===== src/rtl/bcd_stopwatch_counter.sv =====
// Multi-digit BCD stopwatch counter with an IDLE/RUN/PAUSED control FSM, up/down counting, wrap or saturate.
// Optional lap capture is enabled by defining BCD_STOPWATCH_LAP_EN.
module bcd_stopwatch_counter #(
  parameter int DIGITS   = 4,
  parameter bit SATURATE = 1'b0
) (
  input  logic                clock,
  input  logic                nRST,
  input  logic                tick,
  input  logic                start,
  input  logic                stop,
  input  logic                clear,
  input  logic                up_down,
  output logic [4*DIGITS-1:0] number,
  output logic                running,
  output logic                carry_out,
  output logic                at_limit
`ifdef BCD_STOPWATCH_LAP_EN
  ,
  input  logic                lap,
  output logic [4*DIGITS-1:0] lap_number,
  output logic                lap_valid
`endif
);

  localparam int W = 4 * DIGITS;

  typedef enum logic [1:0] {
    ST_IDLE   = 2'd0,
    ST_RUN    = 2'd1,
    ST_PAUSED = 2'd2
  } state_t;

  function automatic logic [W-1:0] all_nines();
    logic [W-1:0] v;
    v = {W{1'b0}};
    for (int i = 0; i < DIGITS; i++) begin
      v[4*i +: 4] = 4'd9;
    end
    return v;
  endfunction

  // One BCD step with full ripple; the MSB of the result is the wrap flag.
  function automatic logic [W:0] bcd_step(input logic [W-1:0] val, input logic up);
    logic [W-1:0] res;
    logic         c;
    logic [3:0]   d;
    res = val;
    c   = 1'b1;
    for (int i = 0; i < DIGITS; i++) begin
      d = val[4*i +: 4];
      if (!c) begin
        res[4*i +: 4] = d;
      end else if (up) begin
        if (d == 4'd9) begin
          res[4*i +: 4] = 4'd0;
          c = 1'b1;
        end else begin
          res[4*i +: 4] = d + 4'd1;
          c = 1'b0;
        end
      end else begin
        if (d == 4'd0) begin
          res[4*i +: 4] = 4'd9;
          c = 1'b1;
        end else begin
          res[4*i +: 4] = d - 4'd1;
          c = 1'b0;
        end
      end
    end
    return {c, res};
  endfunction

  localparam logic [W-1:0] ALL_NINES = all_nines();

  state_t         state_r, state_s;
  logic [W-1:0]   number_r, number_s, step_val_s;
  logic           wrap_s, carry_r, carry_s, running_r, running_s, count_en_s, at_limit_s;

  // State and datapath registers
  always_ff @(posedge clock or negedge nRST) begin
    if (!nRST) begin
      state_r   <= ST_IDLE;
      number_r  <= {W{1'b0}};
      carry_r   <= 1'b0;
      running_r <= 1'b0;
    end else begin
      state_r   <= state_s;
      number_r  <= number_s;
      carry_r   <= carry_s;
      running_r <= running_s;
    end
  end

  // Next-state logic: clear beats stop, stop beats start
  always_comb begin
    state_s = state_r;
    if (clear) begin
      state_s = ST_IDLE;
    end else if (stop) begin
      if (state_r == ST_RUN) begin
        state_s = ST_PAUSED;
      end else begin
        state_s = state_r;
      end
    end else if (start) begin
      state_s = ST_RUN;
    end else begin
      state_s = state_r;
    end
  end

  // Output and count decode; counting keys off the registered state
  always_comb begin
    number_s   = number_r;
    carry_s    = 1'b0;
    count_en_s = (state_r == ST_RUN) && tick && !clear;
    {wrap_s, step_val_s} = bcd_step(number_r, up_down);
    running_s  = (state_s == ST_RUN);
    at_limit_s = up_down ? (number_r == ALL_NINES) : (number_r == {W{1'b0}});
    if (clear) begin
      number_s = {W{1'b0}};
      carry_s  = 1'b0;
    end else if (count_en_s) begin
      if (wrap_s && SATURATE) begin
        number_s = number_r;
        carry_s  = 1'b0;
      end else begin
        number_s = step_val_s;
        carry_s  = wrap_s;
      end
    end else begin
      number_s = number_r;
      carry_s  = 1'b0;
    end
  end

  assign number    = number_r;
  assign running   = running_r;
  assign carry_out = carry_r;
  assign at_limit  = at_limit_s;

`ifdef BCD_STOPWATCH_LAP_EN
  logic [W-1:0] lap_number_r;
  logic         lap_valid_r;

  // Lap capture holds the pre-update count; ignored while IDLE
  always_ff @(posedge clock or negedge nRST) begin
    if (!nRST) begin
      lap_number_r <= {W{1'b0}};
      lap_valid_r  <= 1'b0;
    end else if (clear) begin
      lap_number_r <= {W{1'b0}};
      lap_valid_r  <= 1'b0;
    end else if (lap && (state_r != ST_IDLE)) begin
      lap_number_r <= number_r;
      lap_valid_r  <= 1'b1;
    end else begin
      lap_number_r <= lap_number_r;
      lap_valid_r  <= lap_valid_r;
    end
  end

  assign lap_number = lap_number_r;
  assign lap_valid  = lap_valid_r;
`endif

endmodule


===== config.mk =====
export PLATFORM = sky130hd
export DESIGN_NAME = bcd_stopwatch_counter
export DESIGN_NICKNAME = d
export VERILOG_FILES = /design/src/rtl/bcd_stopwatch_counter.sv
export SDC_FILE = /design/constraint.sdc
export NUM_CORES = 1
export LEC_CHECK = 0
export ABC_AREA = 1
export ABC_CLOCK_PERIOD_IN_PS = 2250
export BUFFER_PORTS_ARGS = -buffer_cell sky130_fd_sc_hd__clkbuf_2
export CELL_PAD_IN_SITES_DETAIL_PLACEMENT = 0
export CELL_PAD_IN_SITES_GLOBAL_PLACEMENT = 1
export CORE_MARGIN = 3
export CORE_UTILIZATION = 46
export CTS_BUF_LIST = sky130_fd_sc_hd__clkbuf_8
export CTS_CLUSTER_DIAMETER = 60
export DETAILED_ROUTE_END_ITERATION = 8
export PLACE_DENSITY_LB_ADDON = 0.1
export SLEW_MARGIN = 0
export SYNTH_ARGS = -nofsm -noshare
export SYNTH_HDL_FRONTEND = slang
export SYNTH_SLANG_ARGS = --single-unit

===== constraint.sdc =====
create_clock -name clock -period 2.25 [get_ports clock]
set_clock_uncertainty 0.05 [all_clocks]
set_input_delay 0.1125 -clock clock [delete_from_list [all_inputs] [get_ports clock]]
set_output_delay 0.1125 -clock clock [all_outputs]
set_load 0.005 [all_outputs]

==> key figures <==
Pwr
  • Net Switching: 245 uW
  • Peak VDD IR: roughly 0.21 mV
  • Power Internal: 587 uW
  • Clock share of power: 33.2%
  • Net Sw Frac: 29.5%
  • Seq pwr share: 46.6%
  • Combinational Power Share: 20.2%
  • Post-layout power: 832 uW
  • Pwr/cell area: 441 mW/mm2
  • Leak Pwr: 1.03 nW

Clock network
  • Cts repair resizes: 0
  • CTS sink count: 20
  • CTS clk-pin slew, worst paths: 0.08 ns
  • Total CTS buffers: 3
  • CTS Buffer Depth: 2
  • Root Buffer: clkbuf_8
  • H-tree depth: 1
  • CTS tree: done
  • Clk_lat worst skew: 0.25 ns
  • Cts hold-fix bufs: 1
  • Post-CTS setup buffer count: 0

GRT
  • Gr ovfl total: 0
  • First-pass GRT wire length: 6510 um
  • Largest net degree at the start of global routing: 21
  • Initial antenna violation count: 0
  • Vias in the first global route: 1398
  • Global Route Usage Sum: 18.9%

Critical path
  • WP data arrival: 1.83 ns
  • Crit-path max cell delay: about 0.49 ns
  • Cell mode on critical path: nand2_1
  • Slowest cell on crit path: dfrtp_1
  • R2r startpoint: number[8]$_DFFE_PN0P_
  • Reg2Reg Depth: 8
  • CP Capture Type: primary output
  • Required @ worst endpoint: 2.09 ns
  • CP startpoint kind: register
  • Largest delay contributor family on the critical path: simple AND/OR/NAND/NOR gates
  • Worst Setup SP: number[12]$_DFFE_PN0P_
  • Critical path class: register to primary output
  • Critical Path End: at_limit
  • R2R setup slack: 0.53 ns
  • WP buf/inv: 2
  • Worst-path fanout max: 8
  • Worst-path cell chain: inv_1, ha_1, nand2_1, nor2_1, nand2_1, nor4_1, or2_2, clkbuf_2
  • RR Endpoint: number[15]$_DFFE_PN0P_
  • Worst path depth: 8

Drt
  • Via Count: ~1500
  • DR top layer: met4
  • DRT iter0 DRCs: just over 80
  • Met2 WL: 1680 um
  • Wire per inst: 12.8 um
  • Via-to-Cell Ratio: 5.17
  • M1 WL: ~1900 um
  • DR WL met3: roughly 120 um
  • Initial DRT Pass Iterations: 4
  • Drt total wl: ~3700 um
  • DRC: 0
  • DRT antenna net count: 0

Yosys
  • #FFs+latches synth: 20
  • Mux cell area share after synthesis: 0%
  • Synth Area per Inst: 7.52 um2
  • Xor/xnor cell area share of the yosys netlist: 4.72%
  • Post-synthesis cell area: 0.00167 mm2
  • Largest family of logic cells by synthesized area: simple AND/OR/NAND/NOR gates
  • Synth Area in Simple Gates: 39.0%
  • Synthesized net count: between 200 and 250
  • Seq/Total Area, Yosys: 30.0%
  • Compound-gate portion of the synthesized area: 7.72%
  • Post-synthesis adder-cell area fraction: 10.5%
  • Post-synthesis cell type count: 31
  • Mapped Cells: 222
  • Yosys warnings: 0

STA
  • Final min period: 1.99 ns
  • Setup TNS Final: 0 ns
  • FMAX: 501 MHz
  • Hold slack final: 0.0147 ns
  • Fin worst setup slack: 0.256 ns
  • RSZ-0062 raised after global routing: no
  • Worst slew margin: about 64%
  • Slew @ Worst Pin: 0.538 ns
  • Max Slew Vio Count: 0
  • Final setup fails: 0
  • Period utilisation layout: 88.6%
  • Final hold violations: 0

Outcome
  • Status: complete, no violations

Die
  • Die Ht: 66.2 um
  • Die area: 0.00439 mm2
  • Initial Util: 48.9%
  • Row cnt: 21
  • Total core area: 0.00342 mm2
  • Ports: 26
  • Die W: 66.2 um

Finish
  • Final Net Count: 269
  • Filler cells: 352
  • Design area: 0.00189 mm2
  • Sequential Area: 500 um2
  • Multi-input combinational cell area: 0.00103 mm2
  • Area Overhead vs Synth: 13.0%
  • Final core utilization: 55.2%
  • Antenna Cells: 0
  • Layout cells sized above 1: 20.2%
  • Layout Cells excl Fill: just under 300

Place
  • Placed cell area: 0.00182 mm2
  • Setup WS pre-CTS: 0.551 ns
  • DP Wirelength: between 2000 and 3000 um
  • Port bufs: 25
  • RD Place Congestion: 0.804
  • Placed cells: 288

Hold path
  • Hold Crit Class: input pin to register

Flow run
  • Number of max-cap violations: 0
## routing by layer
layer | track usage (%) | vias up
li1 | - | 788
met1 | 27.4 | 696
met2 | 29.9 | 28
met3 | 2.04 | 2
met4 | 4.57 | 0
met5 | 0 | -
## kinds of logic after synthesis
| logic type | after synthesis |
|---|---|
| adder cells (fa/ha/maj) | 14 |
| buffers and inverters | 31 |
| AND/OR/NAND/NOR | 124 |
| flip-flops | 20 |
| AO/OA/AOI/OAI | 24 |
| XOR/XNOR | 9 |
## power by group through the flow
stage / clock network (mW) / registers (mW) / logic (mW)
floorplan: 0 / 0.391 / 0.122
global placement: 0 / 0.394 / 0.168
detailed placement: 0 / 0.395 / 0.166
CTS: 0.285 / 0.388 / 0.169
global route: 0.301 / 0.391 / 0.191
finish: 0.276 / 0.387 / 0.168
## flip-flops by register name, summed over array words and instances (netlist names)
signal     cells
carry_out      1
number        16
running        1
state_r        2
## synthesized netlist by cell type, drive strengths merged
cell type  number  area (um2)
a22oi           1        7.51
nor2           16        91.3
ha             14         175
nor3            4        31.3
nand3          40         218
a211oi          1        7.51
nand2          54         248
buf             6        38.8
xnor2           4        35.0
or2             2        12.5
inv            25        96.4
nand4           5        31.3
o22ai           3        18.8
xor2            5        43.8
dfrtp          20         500
a21oi           5        25.0
and3            1        6.26
o21ai          14        70.1
nor4            2        12.5
## placed cells by master (no fill, tap or decap), drive strengths merged
master and count:
o22ai 3, nor2 16, a21oi 5, dlygate4sd3 1, inv 25, a211oi 1
xnor2 4, nand4 5, ha 14, or2 2, clkbuf 29, nor4 2
xor2 5, nor3 4, o21ai 14, and3 1, dfrtp 20, nand2 54
nand3 40, a22oi 1, buf 1
## cell type report
type	instances	area share (%)
Multi-Input combinational cell	171	54.8
Sequential cell	20	26.5
Timing Repair Buffer	27	7.56
Inverter	25	5.11
Tap cell	46	3.05
Clock buffer	4	2.92
## how the worst min path moves through the flow
stage	from	to	cells after the start
after floorplan	nRST	carry_out$_DFF_PN0_	0
after global placement	nRST	number[15]$_DFFE_PN0P_	1
after detailed placement	nRST	number[15]$_DFFE_PN0P_	1
after CTS	start	state_r[1]$_DFF_PN0_	2
after global routing	start	state_r[1]$_DFF_PN0_	2
final	start	state_r[1]$_DFF_PN0_	2
## worst register-to-register path, delay by kind of cell (launching register included)
kind | cells | cell delay, ns
simple gates | 6 | 0.80
flops | 1 | 0.47
fa+ha+maj | 1 | 0.22
buf+inv | 1 | 0.13
(Power assumes the default switching activity.)
